[config.mk]
export PLATFORM = sky130hd
export DESIGN_NAME = adc_scan_avg
export DESIGN_NICKNAME = d
export VERILOG_FILES = /design/src/rtl/adc_pkg.sv /design/src/rtl/adc_avg_acc.sv /design/src/rtl/adc_scan_avg.sv
export SDC_FILE = /design/constraint.sdc
export NUM_CORES = 1
export LEC_CHECK = 0
export CAP_MARGIN = 20
export CORE_UTILIZATION = 56
export CTS_CLUSTER_DIAMETER = 30
export DETAILED_ROUTE_END_ITERATION = 16
export PLACE_DENSITY_LB_ADDON = 0.2
export SETUP_SLACK_MARGIN = 0.4
export SKIP_CTS_REPAIR_TIMING = 1
export SLEW_MARGIN = 20
export SYNTH_ARGS = -nofsm -noshare
export SYNTH_HDL_FRONTEND = slang
export SYNTH_SLANG_ARGS = --single-unit
[constraint.sdc]
create_clock -name clk -period 4.4 [get_ports clk]
set_clock_uncertainty 0.1 [all_clocks]
set_input_delay 1.1 -clock clk [delete_from_list [all_inputs] [get_ports clk]]
set_output_delay 1.1 -clock clk [all_outputs]
set_load 0.005 [all_outputs]
[src/rtl/adc_pkg.sv]
// Shared constants and scan-state encoding for the ADC scan/average slice.
package adc_pkg;
  localparam int unsigned ADC_DATA_W = 10;
  localparam int unsigned ADC_CH_W   = 3;
  localparam int unsigned ADC_MAX_CH = 8;

  typedef enum logic {
    IDLE = 1'b0,
    RUN  = 1'b1
  } scan_state_t;
endpackage

[src/rtl/adc_avg_acc.sv]
// Per-channel accumulator: sums 2^LOG2_AVG samples, flags the closing sample
// and presents the truncated mean of the full set on that same cycle.
module adc_avg_acc #(
  parameter int unsigned DATA_W   = 10,
  parameter int unsigned LOG2_AVG = 2
) (
  input  logic              clk,
  input  logic              reset_n,
  input  logic              clr,
  input  logic              sample_en,
  input  logic [DATA_W-1:0] sample,
  output logic              publish,
  output logic [DATA_W-1:0] result
);
  localparam int unsigned ACC_W = DATA_W + LOG2_AVG;
  localparam int unsigned CNT_W = (LOG2_AVG > 0) ? LOG2_AVG : 1;
  localparam logic [CNT_W-1:0] LAST_CNT = CNT_W'((1 << LOG2_AVG) - 1);

  logic [ACC_W-1:0] acc;
  logic [CNT_W-1:0] samp_cnt;

  assign publish = sample_en && (samp_cnt == LAST_CNT);
  // The closing sample is folded in combinationally so the mean is ready
  // on the capturing edge rather than one clk later.
  assign result  = DATA_W'((acc + ACC_W'(sample)) >> LOG2_AVG);

  always_ff @(posedge clk or negedge reset_n) begin
    if (!reset_n) begin
      acc      <= '0;
      samp_cnt <= '0;
    end else if (clr || publish) begin
      acc      <= '0;
      samp_cnt <= '0;
    end else if (sample_en) begin
      acc      <= acc + ACC_W'(sample);
      samp_cnt <= samp_cnt + CNT_W'(1);
    end
  end
endmodule

[src/rtl/adc_scan_avg.sv]
// Round-robin ADC channel scanner: drives the serial ADC interface, averages
// each channel's conversions and streams one averaged word per channel.
module adc_scan_avg
  import adc_pkg::*;
#(
  parameter int unsigned DATA_W   = ADC_DATA_W,
  parameter int unsigned NUM_CH   = ADC_MAX_CH,
  parameter int unsigned LOG2_AVG = 2
) (
  input  logic                clk,
  input  logic                reset_n,
  input  logic                start,
  input  logic                adc_done,
  input  logic [DATA_W-1:0]   adc_data,
  output logic                adc_enable,
  output logic [ADC_CH_W-1:0] ch_sel,
  output logic                avg_valid,
  output logic [ADC_CH_W-1:0] avg_ch,
  output logic [DATA_W-1:0]   avg_data,
  output logic                frame_done,
  output logic                busy
);
  localparam logic [ADC_CH_W-1:0] LAST_CH = ADC_CH_W'(NUM_CH - 1);

  scan_state_t       state;
  logic              done_q;
  logic              done_rise;
  logic              sample_en;
  logic              acc_clr;
  logic              publish;
  logic [DATA_W-1:0] result;

  assign done_rise = adc_done & ~done_q;
  assign sample_en = (state == RUN) && done_rise;
  assign acc_clr   = (state == IDLE) || !start;

  adc_avg_acc #(
    .DATA_W  (DATA_W),
    .LOG2_AVG(LOG2_AVG)
  ) u_acc (
    .clk      (clk),
    .reset_n  (reset_n),
    .clr      (acc_clr),
    .sample_en(sample_en),
    .sample   (adc_data),
    .publish  (publish),
    .result   (result)
  );

  always_ff @(posedge clk or negedge reset_n) begin
    if (!reset_n) begin
      state      <= IDLE;
      done_q     <= 1'b0;
      adc_enable <= 1'b0;
      ch_sel     <= '0;
      avg_valid  <= 1'b0;
      avg_ch     <= '0;
      avg_data   <= '0;
      frame_done <= 1'b0;
      busy       <= 1'b0;
    end else begin
      done_q     <= adc_done;
      avg_valid  <= 1'b0;
      frame_done <= 1'b0;

      if (publish) begin
        avg_data   <= result;
        avg_ch     <= ch_sel;
        avg_valid  <= 1'b1;
        frame_done <= (ch_sel == LAST_CH);
        ch_sel     <= (ch_sel == LAST_CH) ? '0 : ch_sel + ADC_CH_W'(1);
      end

      // A stop on a publishing edge lets the publish land, then forces the
      // channel back to 0 by overriding the advance above.
      case (state)
        IDLE: begin
          if (start) begin
            state      <= RUN;
            adc_enable <= 1'b1;
            busy       <= 1'b1;
            ch_sel     <= '0;
          end
        end
        RUN: begin
          if (!start) begin
            state      <= IDLE;
            adc_enable <= 1'b0;
            busy       <= 1'b0;
            ch_sel     <= '0;
          end
        end
        default: state <= IDLE;
      endcase
    end
  end
endmodule
# [Word-level counts from Yosys, hierarchy flattened]
# Index checks and enable logic that the tools add are counted.
[totals] wordCells=42 reg_bits=35 out_inout_bits=20 in_bits=14
[op_classes] n_mux=15 bitwise_logic=3 n_eq_ne=4 add_sub_neg=3 reduce_logical=7
[ops] operator="$mux W12" n=2
[ops] operator="$add A12 B10 Y12" n=1
[ops] operator="$mux W3" n=4
[ops] operator="$pmux W3 S2" n=1
[ops] operator="$mux W1" n=5
[ops] operator="$mux W2" n=2
[ops] operator="$ne A2 B2 Y1 const B" n=2
[ops] operator="$add A3 B1 Y3 const B" n=1
[ops] operator="$eq A3 B3 Y1 const B" n=1
[ops] operator="$add A2 B1 Y2 const B" n=1
[ops] operator="$eq A2 B2 Y1 const B" n=1
[ops] operator="$logic_and A1 B1 Y1" n=2
[ops] operator="$logic_or A1 B1 Y1" n=2
[ops] operator="$not A1 Y1" n=2
[ops] operator="$pmux W1 S2" n=1
[ops] operator="$reduce_and A2 Y1" n=1
[ops] operator="$reduce_bool A2 Y1" n=1
[ops] operator="$and A1 B1 Y1" n=1
[ops] operator="$logic_not A1 Y1" n=1

# [Logic depth before layout (Yosys ltp)]
[logic_depth] word_depth=7 mapped_depth=8 depth_no_buf=8

# [By module]
# A second synthesis with hierarchy kept.
[hier_totals] cells_unflattened=154 area_unflattened_um2=1865.5
[by_module_without_submodules] mod="adc_avg_acc" seq_area_each_um2=350.3 n_inst=1 cells_each=101 area_per_inst_um2=1041.0
[by_module_without_submodules] mod="adc_scan_avg" seq_area_each_um2=525.5 n_inst=1 cells_each=53 area_per_inst_um2=824.5

# [Worst setup path after synthesis]
# OpenSTA, ideal clock, no wires.
[synth_path] path_type="input-to-reg" from="in adc_data[0]" to="reg u_acc.acc[10]" path_buffers=0 setup_slack_ps=1596 arrival_time_ps=2580 setup_ps=124 cell_stages=8 required_ps=4176 cell_sequence="ha_1 -> inv_1 -> fa_1 -> or2b_1 -> a211oi_1 -> or3_4 -> a21oi_1 -> a211o_1"
[synth_between] elab_chain_cells=3
[synth_rtl] element="from (decl)" line="adc_scan_avg.sv:14" source="input logic [DATA_W-1:0] adc_data,"
[synth_rtl] element="$add A12 B10 Y12" line="adc_avg_acc.sv:35" source="acc <= acc + ACC_W'(sample);"
[synth_rtl] element="$mux W12" line="adc_avg_acc.sv:34" source="end else if (sample_en) begin"
[synth_rtl] element="$mux W12" line="adc_avg_acc.sv:31" source="end else if (clr || publish) begin"
[synth_rtl] element="to (signal assigned)" line="adc_avg_acc.sv:35"
[synth_rtl] element="to (decl)" line="adc_avg_acc.sv:19" source="logic [ACC_W-1:0] acc;"
# Every way passes these cells. The select of a mux whose other input is x is not followed.
# A chain may end at the register's enable or synchronous reset.

# [Worst setup path after layout]
[layout_path] from="in adc_data[1]" to="reg avg_data[7]"
[layout_between] elab_chain_cells=1
[layout_rtl] element="$add A12 B10 Y12" line="adc_avg_acc.sv:25" source="assign result = DATA_W'((acc + ACC_W'(sample)) >> LOG2_AVG);"
[layout_rtl] element="to (signal assigned)" line="adc_scan_avg.sv:67" source="avg_data <= result;"
[layout_rtl] element="to (decl)" line="adc_scan_avg.sv:19" source="output logic [DATA_W-1:0] avg_data,"
# Every way passes these cells.

==> metrics.md <==
| Metric | Value |
|---|---|
| Run status | finished, final reports clean |
| P&R area growth vs syn | 22.6% |
| Post-synthesis simple-gate area fraction | 17.6% |
| Worst-margin pin slew | between 0.4 and 0.5 ns |
| TritonCTS clock tree | built |
| Fraction of layout cells with a size suffix above 1 | 9.21% |
| Final hold vios | 0 |
| # DRC | 0 |
| Initial antenna violation count | 0 |
| Grt ovf | 0 |
| Power Density | 266 nW/um^2 |
| GRT Overall Usage | between 20 and 30% |
| Critical Path Start | adc_data[1] |
| Ant. Diodes | 0 |
| Vias in the first global route | 1506 |
| Horiz. Die Dim | 61.1 um |
| Dpl hpwl | 3010 um |
| HP Class | flip-flop to flip-flop |
| RR Endpoint | avg_data[7]$_DFFE_PN0N_ |
| Max_slew headroom | 70.4% |
| Ys async rst share | 100% |
| Max FO, Critical Path | 3 |
| Fraction of the mapped netlist area in adder cells | 9.97% |
| Drt total wl | 4200 um |
| Core Area | 3340 sq um |
| Routed len/inst | between 15 and 20 um |
| Max Fclk | ~0.33 GHz |
| Syn_area_per_cell | 10.1 sq um |
| Clk Tree Root Cell | clkbuf_4 |
| Tot Pwr | around 0.00064 W |
| Flops & latches, synth | 35 |
| Post-synthesis net count | 222 |
| Clock Pin Slew Worst Setup and Hold Paths | 0.10 ns |
| Post-synthesis sequential area ratio | 44.7% |
| Post-synthesis compound-gate area fraction | between 10% and 20% |
| Cell Rows | 21 |
| Final Net Count | 256 |
| DR iter-0 viols | 93 |
| Clk_lat worst skew | 0.35 ns |
| Gpl congestion | ~0.9 |
| Mapped Cells | 193 |
| CP Capture Point | avg_data[7]$_DFFE_PN0N_ |
| Die H | 61.1 um |
| Post-Synth XOR/XNOR Area | 4.03% |
| First-pass iteration count of the detailed router | 4 |
| Post-Syn Area | 1960 sq um |
| H-tree levels | 2 |
| Main synth FF type | dfrtp_1 |
| Max Cap Violations | 0 |
| Pin count of the biggest net entering global routing | 36 |
| PortBufs | 33 |
| CP required | roughly 4.5 ns |
| Max Root-Sink Buffers | 2 |
| Slew Viols, Final | 0 |
| Commonest non-fill, non-tap cells in the layout | 35 x nand2_1, 35 x dfrtp_1, 33 x clkdlybuf4s50_1 |
| Number of synthesized flops with an enable pin | 0 |
| CTS Sinks | 35 |
| CP Capture Type | flip-flop |
| Endpoints failing setup | 0 |
| Worst Reg-to-Reg Cells | 6 |
| WP data arrival | 3.17 ns |
| Slowest CP cell | clkdlybuf4s50_1 |
| Total number of vias | 1585 |
| Final min period | 3.04 ns |
| CTS buffer count | 5 |
| Vias per cell | 5.78 |
| Final Util | 71.9% |
| Origin of the critical flop-to-flop path | u_acc.acc[1]$_DFFE_PN0P_ |
| P_leak | 1.16 nW |
| RSZ-0062 raised after global routing | false |
| Max incr delay on CP | 0.44 ns |
| DIE AREA | 3740 sq um |
| Io pins | 34 |
| Reg2Reg Setup Slack | 2.14 ns |
| Synth warnings | 0 |
| Crit share post-route | 69.1% |
| Mux share of post-synthesis cell area | 2.68% |
| Critical path, cell by cell | clkdlybuf4s50_1 -> ha_1 -> a211oi_2 -> o21ai_2 -> a221oi_4 -> nor4b_1 -> or3_1 |
| Worst vdd ir | between 0.2 and 0.3 mV |
| Total negative setup slack | 0 ns |
| Initial Utilization | between 50% and 60% |
| Post-route antenna net violation count | 0 |
| CP Launch Type | primary input |
| Largest family of logic cells by synthesized area | simple AND/OR/NAND/NOR gates |
| Critical path class | primary input to flip-flop |
| First-pass GRT wire length | 6910 um |
| Yosys cell types | 47 |
## routing by layer
layer | track usage, % | vias to the layer above | share of wire, %
met3 | 6.51 | 10 | 6.4
met4 | 9.42 | 0 | 1.5
li1 | - | 754 | -
met2 | 42.2 | 57 | 49
met1 | 32.8 | 764 | 43
met5 | 0 | - | 0
## critical path, delay by kind of cell
family	cells	cell delay, ns
fa+ha+maj	1	0.34
buf+inv	1	0.44
compound gates	3	0.81
simple gates	2	0.47
## power by group
part	total [W]	switching (W)	leakage, nW	internal, W
sequential	0.000328	0.00000276	0.481	0.000325
combinational	0.0000681	0.0000355	0.627	0.0000327
clock	0.000242	0.000108	0.0482	0.000134
total	0.000639	0.000146	1.16	0.000492
## cells in the mapped netlist, drive strengths merged, types with 3 or more instances
cell type,count,area share (%)
dfrtp,35,45
and3,5,1.6
inv,5,0.96
buf,7,2.4
or3,3,1.2
nor3b,4,1.5
o21ai,11,3.0
a22o,6,2.7
o211ai,4,1.5
nand3,4,1.0
a21o,3,1.2
ha,14,8.9
nor2,5,0.96
nand2,35,6.7
xor2,4,1.8
xnor2,5,2.2
a21oi,14,3.8
mux2i,3,1.5
## per-stage QoR
step / worst slack [ns] / area, sq um / cells / hold slack (ns)
2_1_floorplan: 1.60 / 1960 / 193 / 0.354
3_3_place_gp: 1.04 / 2310 / 266 / 0.358
3_5_place_dp: 0.992 / 2310 / 266 / 0.368
4_1_cts: 1.37 / 2400 / 274 / 0.394
5_1_grt: 1.27 / 2400 / 274 / 0.428
6_report: 1.36 / 2400 / 274 / 0.392
## state kept, by name, indices dropped and copies added, names as in the netlist
| name | cells |
|---|---|
| ch_sel | 3 |
| done_q | 1 |
| avg_valid | 1 |
| avg_ch | 3 |
| busy | 1 |
| state | 1 |
| avg_data | 10 |
| frame_done | 1 |
| u_acc.acc | 12 |
| u_acc.samp_cnt | 2 |
## cell families (layout without fill, tap and decap cells)
group / Yosys count / after routing
simple gates: 68 / 68
compound gates: 47 / 47
flops: 35 / 35
fa+ha+maj: 15 / 15
buf+inv: 14 / 49
xor+xnor: 9 / 9
mux: 5 / 5
## worst min path at each step
stage	from	end	cells past startpoint	slack, ns
after floorplan	u_acc.acc[6]$_DFFE_PN0P_	u_acc.acc[6]$_DFFE_PN0P_	2	0.35
after global placement	avg_data[3]$_DFFE_PN0N_	avg_data[3]$_DFFE_PN0N_	2	0.36
after detailed placement	avg_ch[2]$_DFFE_PN0N_	avg_ch[2]$_DFFE_PN0N_	2	0.37
after CTS	avg_data[3]$_DFFE_PN0N_	avg_data[3]$_DFFE_PN0N_	2	0.39
after global routing	avg_ch[2]$_DFFE_PN0N_	avg_ch[2]$_DFFE_PN0N_	2	0.43
final	avg_data[3]$_DFFE_PN0N_	avg_data[3]$_DFFE_PN0N_	2	0.39
## area by class of cell
| cell class | instances | area [sq um] |
|---|---|---|
| clock buffers | 6 | 51.3 |
| clock inverters | 2 | 35.0 |
| fillers | 271 | 937 |
| inverters | 5 | 18.8 |
| multi-input cells | 144 | 1010 |
| flip-flops and latches | 35 | 876 |
| well taps | 46 | 57.6 |
| repair buffers | 36 | 353 |
Note: power is estimated with default switching activity, not from simulation.
